[src/rtl/memory_bus_arbiter_pkg.sv]
// Shared definitions for the memory bus arbiter: FSM state encodings,
// port-index sizing and response-ID ownership helpers.
`timescale 1ns/1ps
package memory_bus_arbiter_pkg;

    // Request-path output register states (state value doubles as msValid)
    localparam logic ST_EMPTY = 1'b0;
    localparam logic ST_FULL  = 1'b1;

    // Width of an index that can address num_ports ports (at least 1 bit)
    function automatic int port_idx_width(input int num_ports);
        return (num_ports > 1) ? $clog2(num_ports) : 1;
    endfunction

    // A response ID offset (smID - ID_BASE, already sign-correct) maps to an
    // upstream port only when it lands inside [0, num_ports)
    function automatic logic port_offset_owned(input int offset, input int num_ports);
        return (offset >= 0) && (offset < num_ports);
    endfunction

endpackage

[src/rtl/memory_bus_arbiter_rr_arbiter.sv]
// Round-robin arbiter: scans requests starting one past the last granted
// port, wrapping at N-1, and returns a one-hot grant plus its index.
`timescale 1ns/1ps
module rr_arbiter #(
    parameter int N     = 4,
    parameter int IDX_W = 2
) (
    input  logic [N-1:0]     req_i,
    input  logic [IDX_W-1:0] last_grant_i,
    output logic [N-1:0]     grant_o,
    output logic [IDX_W-1:0] grant_idx_o
);

    int   scan_idx;
    logic found;

    // Pick the first requesting port in rotated priority order
    always_comb begin
        grant_o     = '0;
        grant_idx_o = '0;
        found       = 1'b0;
        scan_idx    = 0;
        for (int k = 1; k <= N; k++) begin
            scan_idx = int'(last_grant_i) + k;
            if (scan_idx >= N) begin
                scan_idx = scan_idx - N;
            end
            if (!found && req_i[scan_idx]) begin
                found             = 1'b1;
                grant_o[scan_idx] = 1'b1;
                grant_idx_o       = IDX_W'(scan_idx);
            end
        end
    end

endmodule

[src/rtl/memory_bus_arbiter.sv]
// Memory bus arbiter: N upstream requesters share one registered downstream
// request slot (round-robin, zero-bubble); downstream responses are routed
// back combinationally by transaction ID.
`timescale 1ns/1ps
module memory_bus_arbiter
    import memory_bus_arbiter_pkg::*;
#(
    parameter int DATA_WIDTH      = 24,
    parameter int ADDRESS_WIDTH   = 32,
    parameter int MASTER_ID_WIDTH = 8,
    parameter int NUM_PORTS       = 4,
    parameter int ID_BASE         = 4
) (
    input  logic                                 clock,
    input  logic                                 reset,
    input  logic [NUM_PORTS*MASTER_ID_WIDTH-1:0] upID,
    input  logic [NUM_PORTS*ADDRESS_WIDTH-1:0]   upAddress,
    input  logic [NUM_PORTS*DATA_WIDTH-1:0]      upData,
    input  logic [NUM_PORTS-1:0]                 upWrite,
    input  logic [NUM_PORTS-1:0]                 upValid,
    output logic [NUM_PORTS-1:0]                 upTaken,
    output logic [DATA_WIDTH-1:0]                upRspData,
    output logic [NUM_PORTS-1:0]                 upRspValid,
    input  logic [NUM_PORTS-1:0]                 upRspTaken,
    output logic [MASTER_ID_WIDTH-1:0]           msID,
    output logic [ADDRESS_WIDTH-1:0]             msAddress,
    output logic [DATA_WIDTH-1:0]                msData,
    output logic                                 msWrite,
    output logic                                 msValid,
    input  logic                                 msTaken,
    input  logic [MASTER_ID_WIDTH-1:0]           smID,
    input  logic [DATA_WIDTH-1:0]                smData,
    input  logic                                 smValid,
    output logic                                 smTaken,
    output logic                                 idError
);

    localparam int IDX_W    = port_idx_width(NUM_PORTS);
    localparam int ID_EXT_W = MASTER_ID_WIDTH + 1;
    localparam logic [ID_EXT_W-1:0] ID_BASE_EXT = ID_EXT_W'(ID_BASE);
    localparam logic [IDX_W-1:0]    LAST_RESET  = IDX_W'(NUM_PORTS - 1);

    // Request path state
    logic                       state_q, state_d;
    logic [IDX_W-1:0]           last_grant_q, last_grant_d;
    logic [MASTER_ID_WIDTH-1:0] ms_id_q, ms_id_d;
    logic [ADDRESS_WIDTH-1:0]   ms_addr_q, ms_addr_d;
    logic [DATA_WIDTH-1:0]      ms_data_q, ms_data_d;
    logic                       ms_write_q, ms_write_d;
    logic                       id_error_q, id_error_d;

    logic                       loadable;
    logic                       load;
    logic [NUM_PORTS-1:0]       grant;
    logic [IDX_W-1:0]           grant_idx;
    logic [MASTER_ID_WIDTH-1:0] sel_id;
    logic [ADDRESS_WIDTH-1:0]   sel_addr;
    logic [DATA_WIDTH-1:0]      sel_data;
    logic                       sel_write;

    // Response path
    logic signed [ID_EXT_W-1:0] rsp_offset;
    logic                       rsp_owned;
    logic [IDX_W-1:0]           rsp_port;

    rr_arbiter #(
        .N     (NUM_PORTS),
        .IDX_W (IDX_W)
    ) u_rr_arbiter (
        .req_i        (upValid),
        .last_grant_i (last_grant_q),
        .grant_o      (grant),
        .grant_idx_o  (grant_idx)
    );

    // Slot accepts a new request when empty or being drained this cycle;
    // nothing is accepted while reset is held low
    assign loadable = (state_q == ST_EMPTY) || msTaken;
    assign load     = loadable && (|upValid) && reset;
    assign upTaken  = load ? grant : '0;

    // Select the granted port's request fields (grant is one-hot)
    always_comb begin
        sel_id    = '0;
        sel_addr  = '0;
        sel_data  = '0;
        sel_write = 1'b0;
        for (int p = 0; p < NUM_PORTS; p++) begin
            if (grant[p]) begin
                sel_id    = upID[p*MASTER_ID_WIDTH +: MASTER_ID_WIDTH];
                sel_addr  = upAddress[p*ADDRESS_WIDTH +: ADDRESS_WIDTH];
                sel_data  = upData[p*DATA_WIDTH +: DATA_WIDTH];
                sel_write = upWrite[p];
            end
        end
    end

    // EMPTY/FULL slot control: load, drain to empty, or hold stable
    always_comb begin
        state_d      = state_q;
        last_grant_d = last_grant_q;
        ms_id_d      = ms_id_q;
        ms_addr_d    = ms_addr_q;
        ms_data_d    = ms_data_q;
        ms_write_d   = ms_write_q;
        if (load) begin
            state_d      = ST_FULL;
            last_grant_d = grant_idx;
            ms_id_d      = sel_id;
            ms_addr_d    = sel_addr;
            ms_data_d    = sel_data;
            ms_write_d   = sel_write;
        end else if ((state_q == ST_FULL) && msTaken) begin
            state_d = ST_EMPTY;
        end
    end

    // Register update; reset drops any held request and re-arms port 0 first
    always_ff @(posedge clock or negedge reset) begin
        if (!reset) begin
            state_q      <= ST_EMPTY;
            last_grant_q <= LAST_RESET;
            ms_id_q      <= '0;
            ms_addr_q    <= '0;
            ms_data_q    <= '0;
            ms_write_q   <= 1'b0;
            id_error_q   <= 1'b0;
        end else begin
            state_q      <= state_d;
            last_grant_q <= last_grant_d;
            ms_id_q      <= ms_id_d;
            ms_addr_q    <= ms_addr_d;
            ms_data_q    <= ms_data_d;
            ms_write_q   <= ms_write_d;
            id_error_q   <= id_error_d;
        end
    end

    assign msValid   = (state_q == ST_FULL);
    assign msID      = ms_id_q;
    assign msAddress = ms_addr_q;
    assign msData    = ms_data_q;
    assign msWrite   = ms_write_q;

    // One extra bit keeps IDs below ID_BASE negative instead of wrapping
    assign rsp_offset = {1'b0, smID} - ID_BASE_EXT;
    assign rsp_owned  = port_offset_owned(int'($signed(rsp_offset)), NUM_PORTS);
    assign rsp_port   = rsp_offset[IDX_W-1:0];

    genvar gi;
    generate
        for (gi = 0; gi < NUM_PORTS; gi++) begin : g_rsp_valid
            assign upRspValid[gi] = smValid && rsp_owned && (rsp_port == IDX_W'(gi));
        end
    endgenerate

    // Unowned responses are swallowed so the downstream never stalls on them
    assign smTaken   = rsp_owned ? upRspTaken[rsp_port] : 1'b1;
    assign upRspData = smData;

    // Sticky flag for any response carrying an ID no port owns
    always_comb begin
        id_error_d = id_error_q;
        if (smValid && !rsp_owned) begin
            id_error_d = 1'b1;
        end
    end

    assign idError = id_error_q;

endmodule

[config.mk]
export PLATFORM = sky130hd
export DESIGN_NAME = memory_bus_arbiter
export DESIGN_NICKNAME = d
export VERILOG_FILES = /design/src/rtl/memory_bus_arbiter_pkg.sv /design/src/rtl/memory_bus_arbiter_rr_arbiter.sv /design/src/rtl/memory_bus_arbiter.sv
export SDC_FILE = /design/constraint.sdc
export NUM_CORES = 1
export LEC_CHECK = 0
export BUFFER_PORTS_ARGS = -buffer_cell sky130_fd_sc_hd__buf_2
export CORE_AREA = 2 2 158 160
export DETAILED_ROUTE_END_ITERATION = 10
export DIE_AREA = 0 0 160 162
export GPL_TIMING_DRIVEN = 0
export PLACE_DENSITY_LB_ADDON = 0.1
export RECOVER_POWER = 50
export REMOVE_ABC_BUFFERS = 1
export SLEW_MARGIN = 25
export SYNTH_ARGS = -nofsm -noshare
export SYNTH_HDL_FRONTEND = slang
export SYNTH_SLANG_ARGS = --single-unit
[constraint.sdc]
create_clock -name clock -period 7.65 [get_ports clock]
set_input_delay 1.53 -clock clock [delete_from_list [all_inputs] [get_ports clock]]
set_output_delay 1.53 -clock clock [all_outputs]
set_load 0.005 [all_outputs]
; ---- Word level (Yosys, flattened, before mapping)
; Cells that the tools add are included.
[word_totals]
register_bits = 69
input_bits = 304
output_inout_bits = 100
[classes]
add_sub_neg = 9
n_lt_le_gt_ge = 15
eq_ne = 3
n_mux = 57
bitwise_logic = 4
n_reduce_logical = 25
[op_table]
columns = operator, count
row1 = $mux W32, 8
row2 = $ge A32 B1 Y1 const B, 4
row3 = $ge A32 B4 Y1 const B, 4
row4 = $lt A32 B4 Y1 const B, 4
row5 = $sub A32 B4 Y32 const B, 4
row6 = $mux W24, 4
row7 = $mux W8, 4
row8 = $mux W1, 23
row9 = $mux W4, 5
row10 = $logic_and A1 B1 Y1, 17
row11 = $or A4 B4 Y4, 3
row12 = $bmux W1 S2, 5
row13 = $ge A9 B1 Y1 const B, 1
row14 = $lt A9 B4 Y1 const B, 1
row15 = $sub A8 B3 Y9 const B, 1
row16 = $demux W1 S2, 4
row17 = $mux W2, 4
row18 = $add A2 B2 Y3 const B, 2
row19 = $add A2 B3 Y4 const B, 1
row20 = $eq A2 B2 Y1 const B, 2
row21 = $logic_not A1 Y1, 4
row22 = $reduce_or A4 Y1, 1
row23 = $add A2 B1 Y3 const B, 1
row24 = $lt A2 B3 Y1 const B, 1
row25 = other kinds (5), 5

; ---- Logic depth before layout (Yosys ltp)
; Gate-level depths: netlist of run 1.
[logic_depth]
depth_word = 20
mapped_depth = 12
mapped_depth_nobuf = 8

; ---- By module
; Synthesis of run 1 repeated with hierarchy kept, for this count alone.
[unflattened]
cells_unflattened = 488
area_unflattened_um2 = 4897.2
[by_module_without_submodules]
columns = module, instances, cells_each, area_each_um2, seq_area_each_um2
row1 = memory_bus_arbiter, 1, 445, 4454.3, 1729.2
row2 = rr_arbiter, 1, 43, 442.9, 0.0

; ---- Worst setup path after synthesis of run 1
; OpenSTA, ideal clock, no wires.
[synth_path]
path_type = input -> output
from = input upValid[0]
to = output upTaken[3]
arrival_time_ns = 3.349
setup_slack_ns = 2.771
path_stages = 8
cell_sequence = buf_6 > mux4_2 > nor2b_4 > a22o_2 > a211o_2 > buf_2 > buf_2 > and2_1
[synth_between]
elab_chain_cells = 14
elab_cells_between_ends = 32
classes_between = mux: 20 / bitwise: 3 / reduce/logical: 9
[synth_lines]
columns = element, line_no
row1 = from (decl), memory_bus_arbiter.sv:20  ; input logic [NUM_PORTS-1:0] upValid,
row2 = $bmux W1 S2, memory_bus_arbiter_rr_arbiter.sv:28  ; if (!found && req_i[scan_idx]) begin
row3 = $mux W1 (not written as such) (2 in a row), memory_bus_arbiter_rr_arbiter.sv:28
row4 = $mux W1, memory_bus_arbiter_rr_arbiter.sv:28
row5 = $logic_not A1 Y1, memory_bus_arbiter_rr_arbiter.sv:28
row6 = $logic_and A1 B1 Y1, memory_bus_arbiter_rr_arbiter.sv:28
row7 = $mux W1, memory_bus_arbiter_rr_arbiter.sv:28
row8 = $logic_not A1 Y1, memory_bus_arbiter_rr_arbiter.sv:28
row9 = $logic_and A1 B1 Y1, memory_bus_arbiter_rr_arbiter.sv:28
row10 = $mux W1, memory_bus_arbiter_rr_arbiter.sv:28
row11 = $logic_not A1 Y1, memory_bus_arbiter_rr_arbiter.sv:28
row12 = $logic_and A1 B1 Y1, memory_bus_arbiter_rr_arbiter.sv:28
row13 = $mux W4, memory_bus_arbiter_rr_arbiter.sv:28
row14 = $mux W4 *, memory_bus_arbiter.sv:80  ; assign upTaken = load ? grant : '0;
row15 = to (decl), memory_bus_arbiter.sv:21  ; output logic [NUM_PORTS-1:0] upTaken,
; Every way passes the cells marked *; elsewhere a longest branch is shown, timed or not. The select of a mux whose other input is x is not followed.

; ---- Final worst setup path of run 1
[layout_path]
from = input reset
to = output upTaken[1]
[layout_between]
elab_chain_cells = 2
[layout_lines]
columns = element, line_no
row1 = from (decl), memory_bus_arbiter.sv:15  ; input logic reset,
row2 = $logic_and A1 B1 Y1, memory_bus_arbiter.sv:79  ; assign load = loadable && (|upValid) && reset;
row3 = $mux W4, memory_bus_arbiter.sv:80
; Every way passes these cells.

==> results of run 1 <==
[cell usage after synthesis (2+ instances only)]
library cell and n:
a311oi_2 17, a221oi_2 2, inv_1 7, nand3b_1 2, nor3_1 5, clkbuf_8 5, clkbuf_2 2, mux4_2 2
nand3_1 66, a21boi_1 6, o21ai_0 42, nor2_1 7, mux2i_1 2, or3b_2 3, nand2_1 69, a2111oi_4 2
xnor2_1 2, dfrtp_1 67, clkbuf_1 29, nand2b_1 4, dfstp_2 2, a311oi_1 48, o22ai_1 2, and2_1 3
buf_6 14, buf_2 18, o211ai_1 56, o211ai_2 9, a21boi_0 59, buf_4 28, nand4_1 2, ha_1 10
o21ai_1 27, a21oi_1 2
[worst max path at each step]
stage                     from    endpoint  slack (ns)
floorplan           upValid[0]  upTaken[1]        1.45
global placement         reset  upTaken[3]       -2.41
detailed placement  upValid[0]  upTaken[1]        1.59
CTS                 upValid[0]  upTaken[1]        1.57
global route             reset  upTaken[1]        0.99
finish                   reset  upTaken[1]        1.51
[routing by layer]
layer  track usage  up-vias  wire length [microns]
li1              -     3061                      -
met1         0.251     3097                  11300
met2         0.324      277                  12400
met3        0.0478       25                   1890
met4        0.0561        0                    452
met5             0        -                      0
[layout make-up]
cell class | instances | area (sq um) | area share
tap | 324 | 405 | 0.0503
clock inverter | 5 | 60.1 | 0.00746
antenna | 2 | 5.00 | 0.000622
clock buffer | 10 | 239 | 0.0297
inverter | 7 | 26.3 | 0.00326
sequential | 69 | 1730 | 0.215
multi-input combinational | 471 | 3390 | 0.420
timing repair buffer | 386 | 2200 | 0.273
[stage by stage]
stage / TNS [ns] / util
6_report: 0 / 0.334
5_1_grt: 0 / 0.334
4_1_cts: 0 / 0.336
3_5_place_dp: 0 / 0.324
3_3_place_gp: -147.38 / 0.301
2_1_floorplan: 0 / -
[flip-flops by register name, summed over array words and instances, names as in the netlist]
| name | count |
|---|---|
| last_grant_q | 2 |
| idError | 1 |
| msValid | 1 |
| msWrite | 1 |
| msAddress | 32 |
| msData | 24 |
| msID | 8 |
[power by group]
group / leakage [nW] / internal (mW) / total, mW / switching, mW
clock network: 0.145 / 0.261 / 0.440 / 0.179
registers: 0.871 / 0.528 / 0.626 / 0.0973
logic: 2.47 / 0.924 / 2.32 / 1.40
total: 3.48 / 1.71 / 3.39 / 1.67
[cells by family after synthesis]
group,count (synthesis),synth area share
AO/OA/AOI/OAI,281,0.390
XOR/XNOR,2,0.00305
adder cells (fa/ha/maj),10,0.0218
buffers and inverters,105,0.120
flip-flops,69,0.301
multiplexers,5,0.0159
AND/OR/NAND/NOR,173,0.147
==> impl_metrics.ini, run 1 <==
[placement]
dpl_worst_slack_ns = 1.59
place_hpwl_microns = 19400
post_dp_cell_area_sq_um = 7800
placed_cells = 1257
io_buffers = 355
gp_congestion = 0.771

[finish]
fill_cells = 2676
final_area_sq_um = 8050
syn_to_final_growth_pct = 40.4
final_cell_mix = buf_2 (316), nand2_1 (69), dfrtp_1 (67)
layout.nets = 1258
drive_above_1_share = 0.434
fin_cells = 1274
layout_commonest_cell = buf_2

[setup_path]
endpoint_kind = output pin
reg2reg_from = last_grant_q[0]
r2r-end = msData[6]
cp.depth = 7
crit_slowest_cell = clkbuf_1
path_class = primary input to output pin
crit_family = buffers and inverters
path_max_fanout = 42
reg2reg_depth = 9
worstPathRequired_ns = 6.12
worst-path-buf-inv = 4
startpoint_type = primary input
regToRegSetupSlack_ns = 3.22
cp_cell_sequence = clkbuf_1 > buf_12 > o21ai_0 > nand2b_4 > buf_16 > nor2_1 > buf_2
cp_data_arrival_time_ns = 4.61
worst_path_largest_cell_delay_ns = 1.52

[floorplan]
fp-row-count = 57
core_sq_um = 24100
fp.dieH_microns = 162
io_pins = 404
dieWidth_microns = 160
start_util = 0.238
die-area_sq_um = 25900

[synthesis]
yosysWarnings = 0
synth_top_flop_cell = dfrtp_1
synth_top_area_share = 0.292
yosys.area.top_type = dfrtp_1
ys_seq_elements = 69
synth_area_sq_um = 5740
avgSynthCellArea_sq_um = 8.89
async_reset_ff_frac = 1.00
synthTopCellsByArea = dfrtp_1 (29%), a21boi_0 (7.7%), o211ai_1 (7.3%)
netlist_instances = 645
synth_edf_count = 0
ys_types = 58
yosysSeqAreaShare = 0.301

[power_and_ir_drop]
p_total_mw = 3.39
ir_worst_vdd_mv = 0.198
p_per_area_nw_per_um2 = 421
p_leak_nw = 3.48

[worst_hold_path]
hp-start = idError
min_to = idError
hold_path_class = register to register
whs_path_depth = 1

[sta]
fin_skew_ns = 0.00816
rsz0062_at_grt = false
fmax_mhz = 163
fin_crit_sh = 0.803
period_needed_ns = 6.14
slew_violations = 36
setup_viol = 0
finalHoldViolations = 0
worst_pin_slew_ns = 2.18
relSlewSlack = -0.451
fin_ws_ns = 1.51
holdWs_ns = 0.463

[global_route]
grt_max_degree = 67
grt_first_pass_wirelength_microns = 39300
track_usage = 0.195
antenna_found_initial = 3
grt_pass1_vias = 6490
globalRoute.totalOverflow = 0

[routing]
via_per_inst = 5.07
final_antenna_net_count = 0
drc = 0
routed_wl_microns = 26100
first_pass_iters = 7
wl_per_cell_microns = 20.5
route.vias.total = 6460
drt_iter0_drc = 439

[job]
maxCapViolations = 1

[cts]
cts_max_path_buffers = 2
ctsResizeCount = 0
cts.sinks = 69
postCtsHoldBufs = 0
root_buffer = clkbuf_16
numCtsBuffers = 9
cts_tree = done
clk_latency_ns = 0.34
post_cts_buffers = 0
h-tree-depth = 3
path_clk_slew_ns = 0.06

[outcome]
status = finished with violations
violations = max-capacitance violations, max-slew violations
Power figures use the tool's default switching activity.
==> run 2: changes to the inputs <==
--- a/config.mk
+++ b/config.mk
@@ -6,9 +6,9 @@
 export NUM_CORES = 1
 export LEC_CHECK = 0
 export BUFFER_PORTS_ARGS = -buffer_cell sky130_fd_sc_hd__buf_2
-export CORE_AREA = 2 2 158 160
+export CORE_AREA = 2 2 159 161
 export DETAILED_ROUTE_END_ITERATION = 10
-export DIE_AREA = 0 0 160 162
+export DIE_AREA = 0 0 161 163
 export GPL_TIMING_DRIVEN = 0
 export PLACE_DENSITY_LB_ADDON = 0.1
 export RECOVER_POWER = 50
==> constraint.sdc (replaced) <==
create_clock -name clock -period 5.4 [get_ports clock]
set_input_delay 1.08 -clock clock [delete_from_list [all_inputs] [get_ports clock]]
set_output_delay 1.08 -clock clock [all_outputs]
set_load 0.005 [all_outputs]
==> run 2 against run 1 <==
The run now ends clean. Critical path depth increased by 3. Flip-flop and latch count did not move. Register-to-register slack got worse by 1.9 ns. Global-route usage rose by 1.0 points. Cell count rose by 0.55%. Clock skew increased by 0.0074 ns. Sequential share of layout area shrank 0.15 points. Die area grew 1.2%. Sequential power up 41%. First-iteration DRC count is 21% lower. Power rose by 48%.
==> impl_metrics.ini, run 2 (synthesis gave the netlist of run 1 again) <==
[global_route]
globalRoute.totalOverflow = 0
grt_first_pass_wirelength_microns = 41200
grt_max_degree = 50
grt_pass1_vias = 6724
antenna_found_initial = 4
track_usage = 0.205

[setup_path]
crit_slowest_cell = dfstp_2
worstPathRequired_ns = 4.32
regToRegSetupSlack_ns = 1.35
critPathLaunch = last_grant_q[0]
crit_family = simple AND/OR/NAND/NOR gates
endpoint_kind = output pin
r2r-end = msID[7]
path_max_fanout = 16
worst-path-buf-inv = 4
reg2reg_depth = 11
cp_cell_sequence = inv_1 > ha_1 > or4b_1 > a41oi_2 > nand2_1 > nand4_1 > buf_8 > buf_6 > and2_1 > buf_2
cp_data_arrival_time_ns = 4.00
path_class = register to output pin
reg2reg_from = last_grant_q[0]
startpoint_type = register
worst_path_largest_cell_delay_ns = 0.72

[floorplan]
start_util = 0.233
dieWidth_microns = 161
fp-row-count = 58
die-area_sq_um = 26200
fp.dieH_microns = 163
core_sq_um = 24700
io_pins = 404

[power_and_ir_drop]
p_per_area_nw_per_um2 = 617
clock_power_share = 0.142
power_frac_comb = 0.682
seqPwrFrac = 0.177
ir_worst_vdd_mv = 0.343
p_total_mw = 5.00
power.internal_mw = 2.55
power.switching_mw = 2.46
switching_share = 0.491
p_leak_nw = 3.51

[finish]
final_cell_mix = buf_2 (314), nand2_1 (69), dfrtp_1 (67)
syn_to_final_growth_pct = 41.4
layout_commonest_cell = buf_2
drive_above_1_share = 0.434
fin_cells = 1281
largest_reg_flops = 32
final_core_utilization = 0.329
layout.nets = 1260
fill_cells = 2715
final-seq-area_sq_um = 1730
multi_input_area_sq_um = 3390

[worst_hold_path]
whs_path_depth = 1
hold_path_class = register to register
min_to = idError
hp-start = idError

[cts]
postCtsHoldBufs = 0
numCtsBuffers = 9
path_clk_slew_ns = 0.06
h-tree-depth = 3
cts_max_path_buffers = 2
cts.sinks = 69
clk_latency_ns = 0.35
root_buffer = clkbuf_16
cts_tree = done

[sta]
finalHoldViolations = 0
fin_crit_sh = 0.941
relSlewSlack = 0.525
setup_viol = 0
rsz0062_at_grt = false
fin_setup_tns_ns = 0
fmax_mhz = 197
fin_ws_ns = 0.318
slew_violations = 0
fin_skew_ns = 0.0155
worst_pin_slew_ns = 0.711
period_needed_ns = 5.08

[routing]
drc = 0
routed_wl_microns = 27700
via_per_inst = 5.13
first_pass_iters = 5
wl_per_cell_microns = 21.6
drt_iter0_drc = 348
final_antenna_net_count = 0
route.vias.total = 6568

[placement]
place_hpwl_microns = 19600
dpl_worst_slack_ns = 0.282
placed_cells = 1262
gp_congestion = 0.777
io_buffers = 355

[job]
maxCapViolations = 0

[outcome]
status = finished clean
==> run 2: worst register-to-register path, cell delays in order, from the launching register on <==
cell and delay (ns):
dfstp_2 0.72, inv_1 0.25, ha_1 0.46, or4b_1 0.57, a41oi_2 0.45, nand2_1 0.10, nand4_1 0.45, buf_8 0.23
buf_6 0.19, buf_6 0.19, a311oi_1 0.12, o211ai_1 0.23
==> run 2: worst max-delay path by stage <==
stage,end,slack (ns),cells after the start
finish,upTaken[0],0.32,10
global route,upTaken[0],0.14,10
CTS,upTaken[1],0.21,9
detailed placement,upTaken[1],0.28,8
global placement,msAddress[23],-4.40,6
floorplan,upTaken[1],0.1,5
==> run 2: power groups by stage <==
| stage | clock network [mW] | logic (mW) | registers (mW) |
|---|---|---|---|
| 2_1_floorplan | 0 | 1.84 | 0.896 |
| 3_3_place_gp | 0 | 2.98 | 0.885 |
| 3_5_place_dp | 0 | 3.42 | 0.888 |
| 4_1_cts | 0.735 | 3.47 | 0.881 |
| 5_1_grt | 0.757 | 3.73 | 0.918 |
| 6_report | 0.709 | 3.41 | 0.883 |
==> run 2: what timing repair did <==
action	CTS	global route
setup buffers	0	2
resized for setup	0	0
setup endpoints to repair	1	1
cloned	1	0
==> run 2: layout make-up <==
cell class                 count  area share
multi-input combinational    472       0.419
timing repair buffer         387       0.272
sequential                    69       0.213
tap                          330      0.0509
clock buffer                   9      0.0278
clock inverter                 6      0.0139
inverter                       7     0.00324
antenna                        1    0.000309
==> run 2: per-stage QoR <==
step,instance area [sq um],hold slack [ns]
floorplan,5070,0.451
global placement,7260,0.438
detailed placement,7790,0.445
CTS,8140,0.460
global route,8110,0.488
finish,8110,0.459
==> run 2: routing by layer <==
metal,vias to the layer above,share of wire,global-route usage
met4,6,0.012,0.0536
met1,3212,0.43,0.264
met2,264,0.49,0.349
li1,3061,-,-
met3,25,0.065,0.0428
met5,-,0.0012,0
